`src/rtl/lfsr_seq_ctrl_if.sv`:
```
// Bundle between lfsr_seq_ctrl and its host plus the LFSR it drives.
// slave: controller side; master: host/LFSR side.
interface lfsr_seq_ctrl_if #(
   parameter int NUM_BITS = 4,
   parameter int CNT_BITS = 16
);
   logic                i_Start;
   logic                i_Abort;
   logic [NUM_BITS-1:0] i_Seed;
   logic [CNT_BITS-1:0] i_Steps;
   logic                o_LFSR_Enable;
   logic                o_LFSR_Seed_DV;
   logic [NUM_BITS-1:0] o_LFSR_Seed_Data;
   logic [NUM_BITS-1:0] i_LFSR_Data;
   logic                i_LFSR_Done;
   logic [NUM_BITS-1:0] o_Data;
   logic                o_Data_DV;
   logic                o_Busy;
   logic                o_Done;
   logic                o_Error;
   logic                o_Wrapped;
   logic [CNT_BITS-1:0] o_Period;

   modport slave (
      input  i_Start, i_Abort, i_Seed, i_Steps,
      input  i_LFSR_Data, i_LFSR_Done,
      output o_LFSR_Enable, o_LFSR_Seed_DV, o_LFSR_Seed_Data,
      output o_Data, o_Data_DV, o_Busy, o_Done, o_Error,
      output o_Wrapped, o_Period
   );

   modport master (
      output i_Start, i_Abort, i_Seed, i_Steps,
      output i_LFSR_Data, i_LFSR_Done,
      input  o_LFSR_Enable, o_LFSR_Seed_DV, o_LFSR_Seed_Data,
      input  o_Data, o_Data_DV, o_Busy, o_Done, o_Error,
      input  o_Wrapped, o_Period
   );
endinterface

```
`src/rtl/lfsr_seq_ctrl.sv`:
```
// Sequencer for an external LFSR: seeds it, runs it for a set number of
// steps, samples each state and records the first wrap (period).
// Ports: i_Clk, i_Rst_L (sync, active-low), bus (lfsr_seq_ctrl_if.slave).
module lfsr_seq_ctrl #(
   parameter int NUM_BITS = 4,
   parameter int CNT_BITS = 16
) (
   input logic             i_Clk,
   input logic             i_Rst_L,
   lfsr_seq_ctrl_if.slave  bus
);

   typedef enum logic [1:0] {
      IDLE,
      SEED,
      RUN,
      FINISH
   } state_t;

   localparam logic [CNT_BITS-1:0] CNT_ONE = CNT_BITS'(1);

   state_t              state;
   logic [CNT_BITS-1:0] steps_q;
   logic [CNT_BITS-1:0] cnt_q;

   always_ff @(posedge i_Clk) begin
      if (!i_Rst_L) begin
         state                <= IDLE;
         steps_q              <= '0;
         cnt_q                <= '0;
         bus.o_LFSR_Enable    <= 1'b0;
         bus.o_LFSR_Seed_DV   <= 1'b0;
         bus.o_LFSR_Seed_Data <= '0;
         bus.o_Data           <= '0;
         bus.o_Data_DV        <= 1'b0;
         bus.o_Busy           <= 1'b0;
         bus.o_Done           <= 1'b0;
         bus.o_Error          <= 1'b0;
         bus.o_Wrapped        <= 1'b0;
         bus.o_Period         <= '0;
      end else begin
         bus.o_Data_DV <= 1'b0;
         bus.o_Done    <= 1'b0;
         bus.o_Error   <= 1'b0;
         unique case (state)
            IDLE: begin
               if (bus.i_Start) begin
                  steps_q       <= bus.i_Steps;
                  bus.o_Wrapped <= 1'b0;
                  bus.o_Period  <= '0;
                  bus.o_Busy    <= 1'b1;
                  if (bus.i_Seed == '0) begin
                     // an all-zero seed would lock the LFSR
                     state       <= FINISH;
                     bus.o_Done  <= 1'b1;
                     bus.o_Error <= 1'b1;
                  end else begin
                     state                <= SEED;
                     bus.o_LFSR_Seed_DV   <= 1'b1;
                     bus.o_LFSR_Seed_Data <= bus.i_Seed;
                  end
               end
            end
            SEED: begin
               bus.o_LFSR_Seed_DV <= 1'b0;
               cnt_q              <= '0;
               if (bus.i_Abort) begin
                  state       <= FINISH;
                  bus.o_Done  <= 1'b1;
                  bus.o_Error <= 1'b1;
               end else if (steps_q == '0) begin
                  state      <= FINISH;
                  bus.o_Done <= 1'b1;
               end else begin
                  state             <= RUN;
                  bus.o_LFSR_Enable <= 1'b1;
               end
            end
            RUN: begin
               if (bus.i_Abort) begin
                  // abort beats a coincident last step
                  state             <= FINISH;
                  bus.o_LFSR_Enable <= 1'b0;
                  bus.o_Done        <= 1'b1;
                  bus.o_Error       <= 1'b1;
               end else begin
                  bus.o_Data    <= bus.i_LFSR_Data;
                  bus.o_Data_DV <= 1'b1;
                  cnt_q         <= cnt_q + CNT_ONE;
                  // step 0 is the seed itself, so Done there is no wrap
                  if (bus.i_LFSR_Done && !bus.o_Wrapped
                      && cnt_q != '0) begin
                     bus.o_Wrapped <= 1'b1;
                     bus.o_Period  <= cnt_q;
                  end
                  if (cnt_q == steps_q - CNT_ONE) begin
                     state             <= FINISH;
                     bus.o_LFSR_Enable <= 1'b0;
                     bus.o_Done        <= 1'b1;
                  end
               end
            end
            FINISH: begin
               state      <= IDLE;
               bus.o_Busy <= 1'b0;
            end
         endcase
      end
   end

endmodule
```
`src/flat_wrapper.sv`:
```
// flat-port wrapper written by rule: the top's interface ports become plain ports
module lfsr_seq_ctrl_flat 
#(
   parameter int NUM_BITS = 4,
   parameter int CNT_BITS = 16
)
  (i_Clk, i_Rst_L, bus_i_Start, bus_i_Abort, bus_i_Seed, bus_i_Steps, bus_i_LFSR_Data, bus_i_LFSR_Done, bus_o_LFSR_Enable, bus_o_LFSR_Seed_DV, bus_o_LFSR_Seed_Data, bus_o_Data, bus_o_Data_DV, bus_o_Busy, bus_o_Done, bus_o_Error, bus_o_Wrapped, bus_o_Period);
  lfsr_seq_ctrl_if #(.NUM_BITS(NUM_BITS), .CNT_BITS(CNT_BITS)) bus_i ();
  input logic i_Clk;
  input logic i_Rst_L;
  input wire logic [$bits(bus_i.i_Start)-1:0] bus_i_Start;
  input wire logic [$bits(bus_i.i_Abort)-1:0] bus_i_Abort;
  input wire logic [$bits(bus_i.i_Seed)-1:0] bus_i_Seed;
  input wire logic [$bits(bus_i.i_Steps)-1:0] bus_i_Steps;
  input wire logic [$bits(bus_i.i_LFSR_Data)-1:0] bus_i_LFSR_Data;
  input wire logic [$bits(bus_i.i_LFSR_Done)-1:0] bus_i_LFSR_Done;
  output wire logic [$bits(bus_i.o_LFSR_Enable)-1:0] bus_o_LFSR_Enable;
  output wire logic [$bits(bus_i.o_LFSR_Seed_DV)-1:0] bus_o_LFSR_Seed_DV;
  output wire logic [$bits(bus_i.o_LFSR_Seed_Data)-1:0] bus_o_LFSR_Seed_Data;
  output wire logic [$bits(bus_i.o_Data)-1:0] bus_o_Data;
  output wire logic [$bits(bus_i.o_Data_DV)-1:0] bus_o_Data_DV;
  output wire logic [$bits(bus_i.o_Busy)-1:0] bus_o_Busy;
  output wire logic [$bits(bus_i.o_Done)-1:0] bus_o_Done;
  output wire logic [$bits(bus_i.o_Error)-1:0] bus_o_Error;
  output wire logic [$bits(bus_i.o_Wrapped)-1:0] bus_o_Wrapped;
  output wire logic [$bits(bus_i.o_Period)-1:0] bus_o_Period;
  assign bus_i.i_Start = bus_i_Start;
  assign bus_i.i_Abort = bus_i_Abort;
  assign bus_i.i_Seed = bus_i_Seed;
  assign bus_i.i_Steps = bus_i_Steps;
  assign bus_i.i_LFSR_Data = bus_i_LFSR_Data;
  assign bus_i.i_LFSR_Done = bus_i_LFSR_Done;
  assign bus_o_LFSR_Enable = bus_i.o_LFSR_Enable;
  assign bus_o_LFSR_Seed_DV = bus_i.o_LFSR_Seed_DV;
  assign bus_o_LFSR_Seed_Data = bus_i.o_LFSR_Seed_Data;
  assign bus_o_Data = bus_i.o_Data;
  assign bus_o_Data_DV = bus_i.o_Data_DV;
  assign bus_o_Busy = bus_i.o_Busy;
  assign bus_o_Done = bus_i.o_Done;
  assign bus_o_Error = bus_i.o_Error;
  assign bus_o_Wrapped = bus_i.o_Wrapped;
  assign bus_o_Period = bus_i.o_Period;
  lfsr_seq_ctrl #(.NUM_BITS(NUM_BITS), .CNT_BITS(CNT_BITS)) u_core (.i_Clk(i_Clk), .i_Rst_L(i_Rst_L), .bus(bus_i));
endmodule
```
`config.mk`:
```
export PLATFORM = sky130hd
export DESIGN_NAME = lfsr_seq_ctrl_flat
export DESIGN_NICKNAME = d
export VERILOG_FILES = /design/src/rtl/lfsr_seq_ctrl_if.sv /design/src/rtl/lfsr_seq_ctrl.sv /design/src/flat_wrapper.sv
export SDC_FILE = /design/constraint.sdc
export NUM_CORES = 1
export LEC_CHECK = 0
export ABC_CLOCK_PERIOD_IN_PS = 5100
export BUFFER_PORTS_ARGS = -buffer_cell sky130_fd_sc_hd__clkbuf_2
export CAP_MARGIN = 20
export CORE_MARGIN = 3
export CORE_UTILIZATION = 30
export CTS_CLUSTER_DIAMETER = 150
export CTS_CLUSTER_SIZE = 30
export DETAILED_ROUTE_END_ITERATION = 12
export SLEW_MARGIN = 0
export SYNTH_ARGS = -nofsm -noshare
export SYNTH_HDL_FRONTEND = slang
export SYNTH_SLANG_ARGS = --single-unit
```
`constraint.sdc`:
```
create_clock -name i_Clk -period 5.1 [get_ports i_Clk]
set_input_delay 0 -clock i_Clk [delete_from_list [all_inputs] [get_ports i_Clk]]
set_output_delay 0 -clock i_Clk [all_outputs]
set_load 0.05 [all_outputs]
```
* After elaboration in Yosys (flattened, before gate mapping)
Index checks and enable logic that the tools add are counted.
Word-level totals: ROM bits 0, bits in latches 0, output and inout bits 31, bits in registers 65, input port bits 29, RAM bits 0, logic and storage cells 87, memories kept 0
Cells by class: multiplexer cells 37, bitwise gates (word level) 2, reduce and logical (&&, ||, !) cells 22, add/subtract/negate cells 2, eq/ne operators 11, multipliers 0, divide/modulo/power cells 0, $lt $le $gt $ge 0, shift operators 0
Operators by type and width (count):
- 2-to-1 mux 16 bit | 4
- case mux 16 bit (2 select lines) | 2
- 2-to-1 mux 1 bit | 19
- adder 16 x 1 -> 16 bit (second input constant) | 1
- equality test 16 bit | 1
- logical NOT 16 bit | 1
- nonzero test 16 bit | 1
- subtractor 16 x 1 -> 16 bit (second input constant) | 1
- AND reduction 2 bit | 6
- 2-to-1 mux 2 bit | 5
- != test 2 bit (second input constant) | 5
- case mux 1 bit (2 select lines) | 5
- case mux 2 bit (4 select lines) | 1
- AND reduction 4 bit | 2
- nonzero test 2 bit | 4
- AND reduction 3 bit | 2
- equality test 2 bit (second input constant) | 2
- logical NOT 4 bit | 1
- != test 3 x 2 -> 1 bit (second input constant) | 1
- case mux 1 bit (3 select lines) | 1
- equality test 2 x 1 -> 1 bit (second input constant) | 1
- logical AND 1 bit | 2
- logical NOT 2 bit | 1
- != test 2 x 1 -> 1 bit (second input constant) | 1
- 3 further kinds | 4

* Depth between registers and ports, before layout
Gate-level depths: netlist of run 1.
word-level depth 6, mapped depth 11

* Worst setup path after synthesis of run 1
Ideal clock, no wire load.
kind register to register, start point register u_core.steps_q[0], end point register u_core.state[0], stages on the path, launching flop included 11, setup time 118 ps, setup slack 2502 ps, period minus slack after synthesis 2598 ps, arrival time 2481 ps, path buffers 0, path through dfxtp_1 > inv_1 > ha_1 > nor3b_1 > nor3b_1 > xnor2_1 > nand4b_1 > or4_4 > o21ai_4 > nand3_1 > o2111a_1
On the way: word-level cells in the longest chain between the ends 4, elaborated cells on any way between the ends 8
RTL lines:
- from (decl) | RTL line lfsr_seq_ctrl.sv:23 | logic [CNT_BITS-1:0] steps_q;
- from (signal assigned) | RTL line lfsr_seq_ctrl.sv:48 | steps_q <= bus.i_Steps;
- subtractor 16 x 1 -> 16 bit or logical NOT 16 bit (tied branches) | RTL line lfsr_seq_ctrl.sv:96, lfsr_seq_ctrl.sv:71
- equality test 16 bit or 2-to-1 mux 1 bit (tied branches) | RTL line lfsr_seq_ctrl.sv:96, lfsr_seq_ctrl.sv:71
- != test 3 x 2 -> 1 bit (no line) or 2-to-1 mux 2 bit (tied branches)
- AND reduction 2 bit (no line) or case mux 2 bit (4 select lines) (tied branches)
- to (signal assigned) | RTL line lfsr_seq_ctrl.sv:82 | state <= FINISH;
- to (signal assigned) | RTL line lfsr_seq_ctrl.sv:97 | state <= FINISH;
- to (signal assigned) | RTL line lfsr_seq_ctrl.sv:104 | state <= IDLE;
- to (decl) | RTL line lfsr_seq_ctrl.sv:22 | state_t state;
Parallel ways exist; a longest one is shown, timed or not. A chain may end at the register's enable or synchronous reset.

* Final worst setup path of run 1
start point register u_core.steps_q[0], end point register u_core.bus.o_Done
On the way: word-level cells in the longest chain between the ends 5, elaborated cells on any way between the ends 8
RTL lines:
- subtractor 16 x 1 -> 16 bit | RTL line lfsr_seq_ctrl.sv:96 | if (cnt_q == steps_q - CNT_ONE) begin
- equality test 16 bit | RTL line lfsr_seq_ctrl.sv:96
- 2-to-1 mux 1 bit | RTL line lfsr_seq_ctrl.sv:96
- 2-to-1 mux 1 bit | RTL line lfsr_seq_ctrl.sv:80 | if (bus.i_Abort) begin
- case mux 1 bit (3 select lines) (*) | RTL line lfsr_seq_ctrl.sv:45 | unique case (state)
- to (signal assigned) | RTL line lfsr_seq_ctrl.sv:43 | bus.o_Done <= 1'b0;
- to (signal assigned) | RTL line lfsr_seq_ctrl.sv:84 | bus.o_Done <= 1'b1;
- to (signal assigned) | RTL line lfsr_seq_ctrl.sv:99 | bus.o_Done <= 1'b1;
- to (decl) | RTL line lfsr_seq_ctrl_if.sv:28 | output o_Data, o_Data_DV, o_Busy, o_Done, o_Error,
Mark *: on every way between the ends. The rest lies on a longest branch, timed or not.

==> impl_results.rst, run 1 <==
.. list-table::
   :header-rows: 1

   * - Metric
     - Value
   * - Post-placement setup slack
     - slightly below 2 ns
   * - Cell Count, Final, Fillers Out
     - 627
   * - Maximum clock path buffer count
     - 2
   * - Number of clock sinks seen by CTS
     - 65
   * - Startpoint kind of the worst setup timing path
     - flop
   * - Multi-input gate area
     - ~0.0018 mm2
   * - Final number of setup-violating endpoints
     - 0
   * - Layout Area Growth over Synthesis
     - 24.4%
   * - Share of the yosys chip area belonging to registers
     - 39.5%
   * - Power per cell area
     - 328 mW/mm2
   * - Global routing usage summed across all routing layers
     - between 10% and 20%
   * - Wire length of the first global-routing pass
     - approximately 15 mm
   * - Post-Layout Inst Area
     - roughly 0.0041 mm2
   * - Cell area after placement
     - around 0.0036 mm2
   * - Placed cell count
     - a little under 600
   * - Register bit total from synthesis
     - between 60 and 70
   * - Worst path setup slack after routing
     - about 2 ns
   * - Post-synth top cells
     - sky130_fd_sc_hd__nand2_1, sky130_fd_sc_hd__dfxtp_1, sky130_fd_sc_hd__a21oi_1, sky130_fd_sc_hd__nor2_1, sky130_fd_sc_hd__nand3_1
   * - Setup tns final
     - 0 ns
   * - Run status
     - finished, final reports clean
   * - Most area-consuming cells after synthesis
     - sky130_fd_sc_hd__dfxtp_1, sky130_fd_sc_hd__nand2_1, sky130_fd_sc_hd__a21oi_1, sky130_fd_sc_hd__nand3_1, sky130_fd_sc_hd__xor2_1
   * - Vias after detailed routing
     - roughly 3,200
   * - RSZ-0062 raised after global routing
     - false
   * - Post-synthesis async set-or-reset flop share
     - 0%
   * - Unique masters post-synth
     - between 50 and 60
   * - Number of DRC markers after the initial detailed-route iteration
     - ~130
   * - I/O pins
     - 60
   * - Total die area
     - 0.0123 mm2
   * - Final count of hold timing violations
     - 0
   * - Rows
     - 37
   * - Detailed placer's ending HPWL
     - about 6.2 mm
   * - Maximum number of pins on one net before global-route repair
     - 54
   * - Die X
     - 111 um
   * - Portion of synthesized cell area occupied by the leading cell type
     - around two fifths
   * - Per-cell routed wire length
     - 13.8 um
   * - Count of mapped cells out of synthesis
     - 417
   * - Sequential cell area in the final layout
     - between 0.001 and 0.0015 mm2
   * - Slew HR
     - a little over a third
   * - Synthesized netlist net count
     - roughly 450
   * - # DRC
     - 0
   * - Clock root cell
     - sky130_fd_sc_hd__clkbuf_8
   * - Clock buffers created by TritonCTS
     - 9
   * - Filler cell count in the final layout
     - about 1,100
   * - Cell Area, Synth
     - about 0.0033 mm2
   * - Final Routed Wirelength
     - 8.65 mm
   * - Overflow after GRT
     - 0
   * - Most frequent cell after synthesis
     - sky130_fd_sc_hd__nand2_1
   * - Fin. max-slew vios
     - 0
   * - Sort of element at the end of the critical path
     - flop
   * - Peak VDD IR
     - about 0.15 mV
   * - Antenna diode count
     - 0
   * - Fraction of final layout cells with drive strength greater than 1
     - between 10% and 20%
   * - NumNets Final
     - between 500 and 600
   * - Number of buffers added on ports
     - 59
   * - H-tree lvl count
     - 3
   * - Worst Max-Slew Pin Slew
     - approximately 0.98 ns
   * - Count of flip-flops with a built-in enable after synthesis
     - 0
   * - Clock transition time at the flip-flop clock pins of the worst setup and hold paths
     - ~0.070 ns
   * - Number of nets with antenna violations after detailed routing
     - 0
   * - Gpl congestion
     - about 0.85
   * - Yosys synthesis warning count
     - 0
   * - Final period util
     - between 60% and 70%
   * - Synth area leader
     - sky130_fd_sc_hd__dfxtp_1
   * - Main synth FF type
     - sky130_fd_sc_hd__dfxtp_1
   * - Number of max-cap violations
     - 0
   * - Final clock skew
     - roughly 0.0085 ns
   * - Initial antenna violation count
     - 0
   * - Required time reported for the critical path endpoint
     - between 5 and 6 ns
   * - Final period demand of the worst path
     - 3.10 ns
   * - First-pass detailed-route iteration total
     - 5
   * - Die H
     - approximately 110 um
   * - Insertion delay of the later-clocked pin in the worst-skew pair
     - around 0.35 ns
   * - Timing-limited maximum frequency
     - between 300 and 400 MHz
   * - Min-delay worst type
     - primary input to flop
   * - Leak pwr
     - 1.64 nW
   * - Post-CTS sizing
     - 0
   * - CTS tree
     - yes
   * - Core Area
     - 0.0105 mm2
   * - Arrival time worst endpoint
     - about 3.4 ns
   * - Via density
     - about 5
   * - Starting density of the core
     - between 30% and 40%
   * - Classification of the worst setup path
     - flop to flop
   * - Largest fanout of any net on the critical path
     - 6
   * - Synth Area per Inst
     - 7.90 um2
   * - Total power after layout
     - between 1 and 1.5 mW
   * - Number of global-route vias before repair
     - 3,140
[timing repair]
item	4_1_cts	5_1_grt
buffers inserted	0	0
endpoints found under the hold margin	27	0
endpoints found under the setup margin	0	0
hold buffers	26	0
[area by class of cell]
cell class	instances	share of cell area, %
clock buffer	10	3.12
timing repair buffer	87	13.9
clock inverter	5	1.41
sequential	65	31.8
multi-input combinational	311	44.4
tap	136	4.15
inverter	13	1.19
[stage by stage]
stage	util (%)	hold WS [ns]
detailed placement	34.7	0.228
global route	39.0	0.0980
floorplan	-	0.136
CTS	38.9	0.0593
finish	39.0	0.0714
global placement	34.7	0.224
[where the power goes]
| group | switching, mW | total, mW | internal [mW] |
|---|---|---|---|
| sequential | 0.0301 | 0.564 | 0.534 |
| clock | 0.205 | 0.428 | 0.223 |
| combinational | 0.223 | 0.351 | 0.127 |
| total | 0.458 | 1.34 | 0.885 |
[placed cells by master (no fill, tap or decap), types with 3 or more instances in the layout]
cell type,n
sky130_fd_sc_hd__a21oi_1,52
sky130_fd_sc_hd__a22oi_1,7
sky130_fd_sc_hd__and3_1,7
sky130_fd_sc_hd__clkbuf_2,59
sky130_fd_sc_hd__clkbuf_8,9
sky130_fd_sc_hd__dfxtp_1,65
sky130_fd_sc_hd__dlygate4sd3_1,26
sky130_fd_sc_hd__ha_1,8
sky130_fd_sc_hd__inv_1,12
sky130_fd_sc_hd__mux2i_1,4
sky130_fd_sc_hd__nand2_1,74
sky130_fd_sc_hd__nand2b_1,5
sky130_fd_sc_hd__nand3_1,28
sky130_fd_sc_hd__nand4_1,6
sky130_fd_sc_hd__nor2_1,34
sky130_fd_sc_hd__nor3_1,5
sky130_fd_sc_hd__nor3b_1,3
sky130_fd_sc_hd__nor4_1,7
sky130_fd_sc_hd__o21ai_0,9
sky130_fd_sc_hd__xnor2_1,9
sky130_fd_sc_hd__xor2_1,16
[critical path, cell delays in order (launching register included)]
cell and delay [ns]:
sky130_fd_sc_hd__dfxtp_1 0.38, sky130_fd_sc_hd__inv_1 0.11, sky130_fd_sc_hd__ha_1 0.24, sky130_fd_sc_hd__nor3b_1 0.68, sky130_fd_sc_hd__nand2_1 0.17, sky130_fd_sc_hd__o311ai_1 0.30
sky130_fd_sc_hd__nor2_1 0.10, sky130_fd_sc_hd__or4_4 0.57, sky130_fd_sc_hd__o21ai_4 0.20, sky130_fd_sc_hd__o211ai_2 0.13, sky130_fd_sc_hd__a21oi_2 0.16
[layer usage]
metal | vias to the layer above | global-route usage [%] | share of wire (%)
met4 | 0 | 5.42 | 1.6
met3 | 13 | 2.95 | 3.5
li1 | 1592 | - | -
met1 | 1504 | 17.8 | 46
met5 | - | 0 | 0
met2 | 63 | 25.1 | 49
[sequential cells by signal (all words and copies together) (netlist names), 2 cells and up]
register	count
u_core.bus.o_Period	16
u_core.cnt_q	16
u_core.steps_q	16
u_core.bus.o_Data	4
u_core.bus.o_LFSR_Seed_Data	4
u_core.state	2
[final timing paths]
kind	start	end	slack [ns]	cells after the start
worst max-delay path	u_core.steps_q[0]$_SDFFE_PN0P_	u_core.bus.o_Done$_SDFF_PN0_	2.00	10
worst min-delay path	bus_i_Start	u_core.state[1]$_SDFFE_PN0P_	0.07	4
worst max register to register	u_core.steps_q[0]$_SDFFE_PN0P_	u_core.bus.o_Done$_SDFF_PN0_	2.00	10
worst min register to register	u_core.bus.o_Period[4]$_SDFFE_PN0P_	u_core.bus.o_Period[4]$_SDFFE_PN0P_	0.46	2
[cells by family (layout without fill, tap and decap cells)]
kind of cell             count (synthesis)  count (layout)  share of synthesized area, %
XOR/XNOR                                25              25                          6.65
AO/OA/AOI/OAI                           88              88                          16.4
multiplexers                             5               5                          1.56
adder cells (fa/ha/maj)                  8               8                          3.04
AND/OR/NAND/NOR                        185             185                          27.7
buffers and inverters                   41             115                          5.21
flip-flops                              65              65                          39.5
(Power assumes the default switching activity.)
==> run 2: changes to the inputs <==
--- a/config.mk
+++ b/config.mk
@@ -5,7 +5,7 @@
 export SDC_FILE = /design/constraint.sdc
 export NUM_CORES = 1
 export LEC_CHECK = 0
-export ABC_CLOCK_PERIOD_IN_PS = 5100
+export ABC_CLOCK_PERIOD_IN_PS = 2600
 export BUFFER_PORTS_ARGS = -buffer_cell sky130_fd_sc_hd__clkbuf_2
 export CAP_MARGIN = 20
 export CORE_MARGIN = 3
==> constraint.sdc (replaced) <==
create_clock -name i_Clk -period 2.6 [get_ports i_Clk]
set_input_delay 0 -clock i_Clk [delete_from_list [all_inputs] [get_ports i_Clk]]
set_output_delay 0 -clock i_Clk [all_outputs]
set_load 0.05 [all_outputs]
==> impl_results.rst, run 2 (synthesis results as in run 1) <==
.. list-table::
   :header-rows: 1

   * - Metric
     - Value
   * - Layout Area Growth over Synthesis
     - 31.2%
   * - Final period demand of the worst path
     - 2.50 ns (-0.594 ns)
   * - Slew HR
     - 41.4% (+6.6 points)
   * - Share of total power consumed by net switching
     - 34.5% (+0.39 points)
   * - Final number of setup-violating endpoints
     - 0 (unchanged)
   * - Startpoint kind of the worst setup timing path
     - flop
   * - Vias after detailed routing
     - 3,270 (+3.1%)
   * - Power per cell area
     - 641 mW/mm2 (+96%)
   * - Count of cells along the worst hold path
     - 4 (unchanged)
   * - Gpl congestion
     - 0.890 (+5.2%)
   * - Number of max-cap violations
     - 0 (unchanged)
   * - Number of buffers added on ports
     - 59 (unchanged)
   * - I/O pins
     - 60 (unchanged)
   * - Detailed placer's ending HPWL
     - 6.32 mm (+2.2%)
   * - Antenna diode count
     - 0 (unchanged)
   * - Clock transition time at the flip-flop clock pins of the worst setup and hold paths
     - 0.07 ns (about the same)
   * - Final clock skew
     - 0.0121 ns (+0.00358 ns)
   * - CTS tree
     - yes
   * - NumNets Final
     - 543 (+3.6%)
   * - Wire length of the first global-routing pass
     - 15.1 mm (+0.87%)
   * - Number of DRC markers after the initial detailed-route iteration
     - 126 (-3.8%)
   * - Run status
     - finished, final reports clean
   * - Die H
     - 111 um (unchanged)
   * - Overflow after GRT
     - 0 (unchanged)
   * - Total power after layout
     - 2.77 mW (+110%)
   * - Largest regs
     - u_core.bus.o_Period (16), u_core.cnt_q (16), u_core.steps_q (16)
   * - Clock root cell
     - sky130_fd_sc_hd__clkbuf_8
   * - Maximum clock path buffer count
     - 2 (unchanged)
   * - First-pass detailed-route iteration total
     - 4 (-1)
   * - Timing-limited maximum frequency
     - 400 MHz (+24%)
   * - Final Routed Wirelength
     - 8.94 mm (+3.4%)
   * - Arrival time worst endpoint
     - 2.74 ns (-0.64 ns)
   * - Worst path setup slack after routing
     - 0.0976 ns (-1.91 ns)
   * - Via density
     - 5.05 (about the same)
   * - Leak pwr
     - 1.75 nW (+7.0%)
   * - Clock buffers created by TritonCTS
     - 9 (unchanged)
   * - # DRC
     - 0 (unchanged)
   * - Net switching component of the power
     - 0.955 mW (+110%)
   * - Commonest cells after routing, fill and taps aside
     - sky130_fd_sc_hd__nand2_1, sky130_fd_sc_hd__dfxtp_1, sky130_fd_sc_hd__clkbuf_2, sky130_fd_sc_hd__a21oi_1, sky130_fd_sc_hd__nor2_1
   * - Proportion of power drawn by combinational gates
     - 28.3% (+2.2 points)
   * - Global routing usage summed across all routing layers
     - 14.7% (+0.096 points)
   * - Number of clock sinks seen by CTS
     - 65 (unchanged)
   * - Share of total power in the clock network
     - 31.8% (about the same)
   * - Die X
     - 111 um (unchanged)
   * - Fraction of final layout cells with drive strength greater than 1
     - 24.3% (+6.1 points)
   * - Internal Pwr Total
     - 1.81 mW (+110%)
   * - Core Area
     - 0.0105 mm2 (unchanged)
   * - Sort of element at the end of the critical path
     - flop
   * - Peak VDD IR
     - 0.270 mV (+78%)
   * - Number of nets with antenna violations after detailed routing
     - 0 (unchanged)
   * - Starting density of the core
     - 31.3% (unchanged)
   * - Post-placement setup slack
     - 0.00763 ns (-1.98 ns)
   * - Sequential group share of total power
     - 39.9% (-2.1 points)
   * - Worst Max-Slew Pin Slew
     - 0.878 ns (-0.0992 ns)
   * - Per-cell routed wire length
     - 13.8 um (+0.16%)
   * - Initial antenna violation count
     - 0 (unchanged)
   * - Min-delay worst type
     - primary input to flop
   * - Most common cell after layout, fill and taps aside
     - sky130_fd_sc_hd__nand2_1
   * - Final count of hold timing violations
     - 0 (unchanged)
   * - Rows
     - 37 (unchanged)
   * - Fin. max-slew vios
     - 0 (unchanged)
   * - Worst R2R Path Depth
     - 11 (+1)
   * - Total die area
     - 0.0123 mm2 (unchanged)
   * - Number of global-route vias before repair
     - 3,209 (+2.2%)
   * - Largest fanout of any net on the critical path
     - 4 (-2)
   * - Classification of the worst setup path
     - flop to flop
   * - Maximum number of pins on one net before global-route repair
     - 54 (unchanged)
   * - Required time reported for the critical path endpoint
     - 2.84 ns (-2.54 ns)
   * - Filler cell count in the final layout
     - 1,082 (+1.8%)
   * - Insertion delay of the later-clocked pin in the worst-skew pair
     - 0.35 ns (about the same)
   * - H-tree lvl count
     - 3 (unchanged)
   * - Final period util
     - 96.2% (+36 points)
[run 2: changes by cell type in the layout (fill, tap and decap cells not counted), sizes merged]
cell,delta
buf,+19
clkbuf,-1
clkinv,-1
clkinvlp,+1
inv,+2
[run 2: per-stage QoR]
step / cell area [um2] / util [%] / hold WS [ns] / TNS (ns) / instances
finish: 4320 / 41.1 / 0.0903 / 0 / 647
global route: 4320 / 41.1 / 0.116 / -0.0502 / 647
CTS: 4200 / 40.0 / 0.0709 / 0 / 640
detailed placement: 3740 / 35.6 / 0.236 / 0 / 598
global placement: 3740 / 35.6 / 0.223 / 0 / 598
floorplan: 3290 / - / 0.136 / 0 / 417
[run 2: area by class of cell]
type / count / area [um2] / area share [%]
timing repair buffer: 106 / 713 / 16.5
clock buffer: 9 / 124 / 2.87
clock inverter: 7 / 77.6 / 1.80
tap: 136 / 170 / 3.94
inverter: 13 / 48.8 / 1.13
multi-input combinational: 311 / 1870 / 43.3
sequential: 65 / 1320 / 30.4
[run 2: power by group through the flow]
stage / Combinational (mW) / Clock (mW) / Sequential (mW)
CTS: 0.724 / 0.899 / 1.10
global route: 0.869 / 0.936 / 1.11
finish: 0.784 / 0.880 / 1.11
global placement: 0.676 / 0 / 1.12
detailed placement: 0.691 / 0 / 1.13
floorplan: 0.447 / 0 / 1.19
[run 2: what timing repair did]
action                                 4_1_cts  5_1_grt
setup endpoints to repair                    1        4
endpoints found under the hold margin       26        0
resized for setup                            1       17
pin swaps                                    0       13
hold buffers                                26        0
setup buffers                                0        6
[run 2: final timing paths]
kind                            slack (ns)                                 start                                endpoint
worst max-delay path                   0.1        u_core.steps_q[0]$_SDFFE_PN0P_            u_core.state[0]$_SDFFE_PN0P_
worst min-delay path                  0.09                           bus_i_Start  u_core.bus.o_LFSR_Seed_DV$_SDFFE_PN0P_
worst max register to register         0.1        u_core.steps_q[0]$_SDFFE_PN0P_            u_core.state[0]$_SDFFE_PN0P_
worst min register to register        0.45  u_core.bus.o_Period[14]$_SDFFE_PN0P_    u_core.bus.o_Period[14]$_SDFFE_PN0P_
[run 2: worst max-delay path: stages, from the launching register on]
cell and delay, ns:
sky130_fd_sc_hd__dfxtp_2 0.34, sky130_fd_sc_hd__inv_1 0.06, sky130_fd_sc_hd__ha_2 0.18, sky130_fd_sc_hd__nor3b_4 0.15, sky130_fd_sc_hd__buf_4 0.15, sky130_fd_sc_hd__a221o_2 0.38, sky130_fd_sc_hd__o311ai_2 0.07, sky130_fd_sc_hd__nor2_1 0.07
sky130_fd_sc_hd__or4_4 0.55, sky130_fd_sc_hd__o21ai_4 0.22, sky130_fd_sc_hd__nand3_1 0.10, sky130_fd_sc_hd__o2111a_1 0.13
[run 2: per-layer routing]
layer / GRT usage [%] / wire, um / part of all wire (%)
met1: 17.3 / 3950 / 44
met2: 25.9 / 4540 / 51
met3: 3.33 / 280 / 3.1
met4: 5.17 / 165 / 1.8
met5: 0 / 0 / 0
==> run 3: changes to the inputs <==
--- a/config.mk
+++ b/config.mk
@@ -10,6 +10,7 @@
 export CAP_MARGIN = 20
 export CORE_MARGIN = 3
 export CORE_UTILIZATION = 30
+export CTS_BUF_LIST = sky130_fd_sc_hd__clkbuf_4
 export CTS_CLUSTER_DIAMETER = 150
 export CTS_CLUSTER_SIZE = 30
 export DETAILED_ROUTE_END_ITERATION = 12
==> impl_results.rst, run 3 (synthesis results as in run 1) <==
.. list-table::
   :header-rows: 1

   * - Metric
     - Value
   * - Utilization of the core after routing
     - 40.7% (-0.40 points)
   * - Clock transition time at the flip-flop clock pins of the worst setup and hold paths
     - 0.12 ns (+0.05 ns)
   * - Maximum clock path buffer count
     - 2 (unchanged)
   * - Total die area
     - 0.0123 mm2 (unchanged)
   * - Antenna diode count
     - 0 (unchanged)
   * - Via density
     - 5.07 (+0.36%)
   * - Slew HR
     - 41.6% (+0.29 points)
   * - Final Routed Wirelength
     - 8.93 mm (about the same)
   * - Number of clock sinks seen by CTS
     - 65 (unchanged)
   * - Power per cell area
     - 608 mW/mm2 (-5.1%)
   * - Category of cells accounting for the largest share of critical-path delay
     - simple AND/OR/NAND/NOR gates
   * - Timing-limited maximum frequency
     - 396 MHz (-0.89%)
   * - Insertion delay of the later-clocked pin in the worst-skew pair
     - 0.43 ns (+0.08 ns)
   * - Commonest cells after routing, fill and taps aside
     - sky130_fd_sc_hd__nand2_1, sky130_fd_sc_hd__dfxtp_1, sky130_fd_sc_hd__clkbuf_2, sky130_fd_sc_hd__a21oi_1, sky130_fd_sc_hd__nor2_1
   * - Buffers plus inverters on the worst setup path
     - 2 (unchanged)
   * - Worst-path cell chain
     - inv_1 > ha_2 > nor3b_4 > buf_4 > a221o_2 > o311ai_2 > nor2_1 > or4_4 > o21ai_4 > nand3_1 > o2111a_1
   * - NumNets Final
     - 544 (+0.18%)
   * - Number of max-cap violations
     - 0 (unchanged)
   * - First-pass detailed-route iteration total
     - 4 (unchanged)
   * - Required time reported for the critical path endpoint
     - 2.92 ns (+0.08 ns)
   * - Worst hold margin
     - 0.223 ns (+0.132 ns)
   * - Detailed placer's ending HPWL
     - 6.32 mm (unchanged)
   * - Gpl congestion
     - 0.890 (unchanged)
   * - Number of global-route vias before repair
     - 3,191 (-0.56%)
   * - Largest fanout of any net on the critical path
     - 4 (unchanged)
   * - Clock buffers created by TritonCTS
     - 9 (unchanged)
   * - Run status
     - finished, final reports clean
   * - Post-placement setup slack
     - 0.00763 ns (unchanged)
   * - Final period util
     - 97.1% (+0.86 points)
   * - Final count of hold timing violations
     - 0 (unchanged)
   * - Starting density of the core
     - 31.3% (unchanged)
   * - Fraction of final layout cells with drive strength greater than 1
     - 24.0% (-0.24 points)
   * - Worst path setup slack after routing
     - 0.0751 ns (-0.0225 ns)
   * - Final clock skew
     - 0.0192 ns (+0.00712 ns)
   * - Setup tns final
     - 0 ns (unchanged)
   * - Clock root cell
     - sky130_fd_sc_hd__clkbuf_4
   * - Final number of setup-violating endpoints
     - 0 (unchanged)
   * - Number of buffers added on ports
     - 59 (unchanged)
   * - Arrival time worst endpoint
     - 2.85 ns (+0.11 ns)
   * - RSZ-0062 raised after global routing
     - true
   * - Rows
     - 37 (unchanged)
   * - Per-cell routed wire length
     - 13.8 um (-0.20%)
   * - Max stage delay cell, worst path
     - sky130_fd_sc_hd__or4_4
   * - # DRC
     - 0 (unchanged)
   * - Number of nets with antenna violations after detailed routing
     - 0 (unchanged)
   * - Core Area
     - 0.0105 mm2 (unchanged)
   * - Final period demand of the worst path
     - 2.52 ns (+0.0225 ns)
   * - Delay of the slowest critical-path stage
     - 0.55 ns (about the same)
   * - Worst Max-Slew Pin Slew
     - 0.874 ns (-0.00428 ns)
   * - Sort of element at the end of the critical path
     - flop
   * - CTS tree
     - yes
   * - Global routing usage summed across all routing layers
     - 14.7% (unchanged)
   * - Wire length of the first global-routing pass
     - 15.1 mm (+0.18%)
   * - Vias after detailed routing
     - 3,287 (+0.52%)
   * - Initial antenna violation count
     - 0 (unchanged)
   * - Fin. max-slew vios
     - 0 (unchanged)
   * - Peak VDD IR
     - 0.330 mV (+23%)
   * - Startpoint kind of the worst setup timing path
     - flop
   * - H-tree lvl count
     - 3 (unchanged)
   * - Classification of the worst setup path
     - flop to flop
   * - Overflow after GRT
     - 0 (unchanged)
   * - Die H
     - 111 um (unchanged)
   * - Layout Area Growth over Synthesis
     - 29.9%
   * - Most common cell after layout, fill and taps aside
     - sky130_fd_sc_hd__nand2_1
   * - I/O pins
     - 60 (unchanged)
   * - Leak pwr
     - 1.73 nW (-1.1%)
   * - Largest regs
     - u_core.bus.o_Period (16), u_core.cnt_q (16), u_core.steps_q (16)
   * - Number of DRC markers after the initial detailed-route iteration
     - 166 (+32%)
   * - Die X
     - 111 um (unchanged)
   * - Maximum number of pins on one net before global-route repair
     - 54 (unchanged)
   * - Min-delay worst type
     - primary input to flop
-- run 3: cell types whose count changed in the layout (fill, tap and decap cells not counted), sizes merged --
cell         change
dlygate4sd3      +2
buf              -1
-- run 3: repair_timing --
| item | 4_1_cts | 5_1_grt |
|---|---|---|
| setup buffers | 0 | 5 |
| endpoints found under the hold margin | 30 | 0 |
| resized for setup | 1 | 17 |
| endpoints found under the setup margin | 1 | 4 |
| hold buffers | 28 | 0 |
| pin swaps | 0 | 14 |
-- run 3: worst register-to-register path: cells and delay by family (launching register included) --
family          cells  cell delay (ns)
buf+inv             2             0.22
fa+ha+maj           1             0.18
compound gates      4             0.80
flops               1             0.36
simple gates        4             0.87
-- run 3: path summary, 6_finish.rpt --
path	depth (start not counted)	end	startpoint	slack, ns
max reg2reg	11	u_core.state[0]$_SDFFE_PN0P_	u_core.steps_q[0]$_SDFFE_PN0P_	0.08
max	11	u_core.state[0]$_SDFFE_PN0P_	u_core.steps_q[0]$_SDFFE_PN0P_	0.08
min reg2reg	2	u_core.bus.o_Period[9]$_SDFFE_PN0P_	u_core.bus.o_Period[9]$_SDFFE_PN0P_	0.46
min	6	u_core.bus.o_Wrapped$_SDFFE_PN0P_	bus_i_LFSR_Done	0.22
-- run 3: layout make-up --
class,count,area (um2)
repair buffers,107,726
clock buffers,9,67.6
flip-flops and latches,65,1310
inverters,13,48.8
fillers,1086,6230
clock inverters,7,77.6
well taps,136,170
multi-input cells,311,1870
-- run 3: routing by layer --
layer	global-route usage [%]	up-vias	part of all wire, %
met4	5.50	0	1.7
met1	17.4	1559	44
li1	-	1633	-
met5	0	-	0
met3	2.95	14	3.7
met2	26.0	81	51
-- run 3: report_power, final --
group	leakage (nW)	switching, mW	internal [mW]
Combinational	1.12	0.468	0.316
Clock	0.0769	0.408	0.301
Sequential	0.530	0.0605	1.05
Total	1.73	0.936	1.67
-- run 3: through the flow --
step	area, um2	power, mW	cells
after floorplan	3290	1.63	417
after global placement	3740	1.80	598
after detailed placement	3740	1.82	598
after CTS	4170	2.56	642
after global routing	4280	2.75	648
final	4280	2.60	648
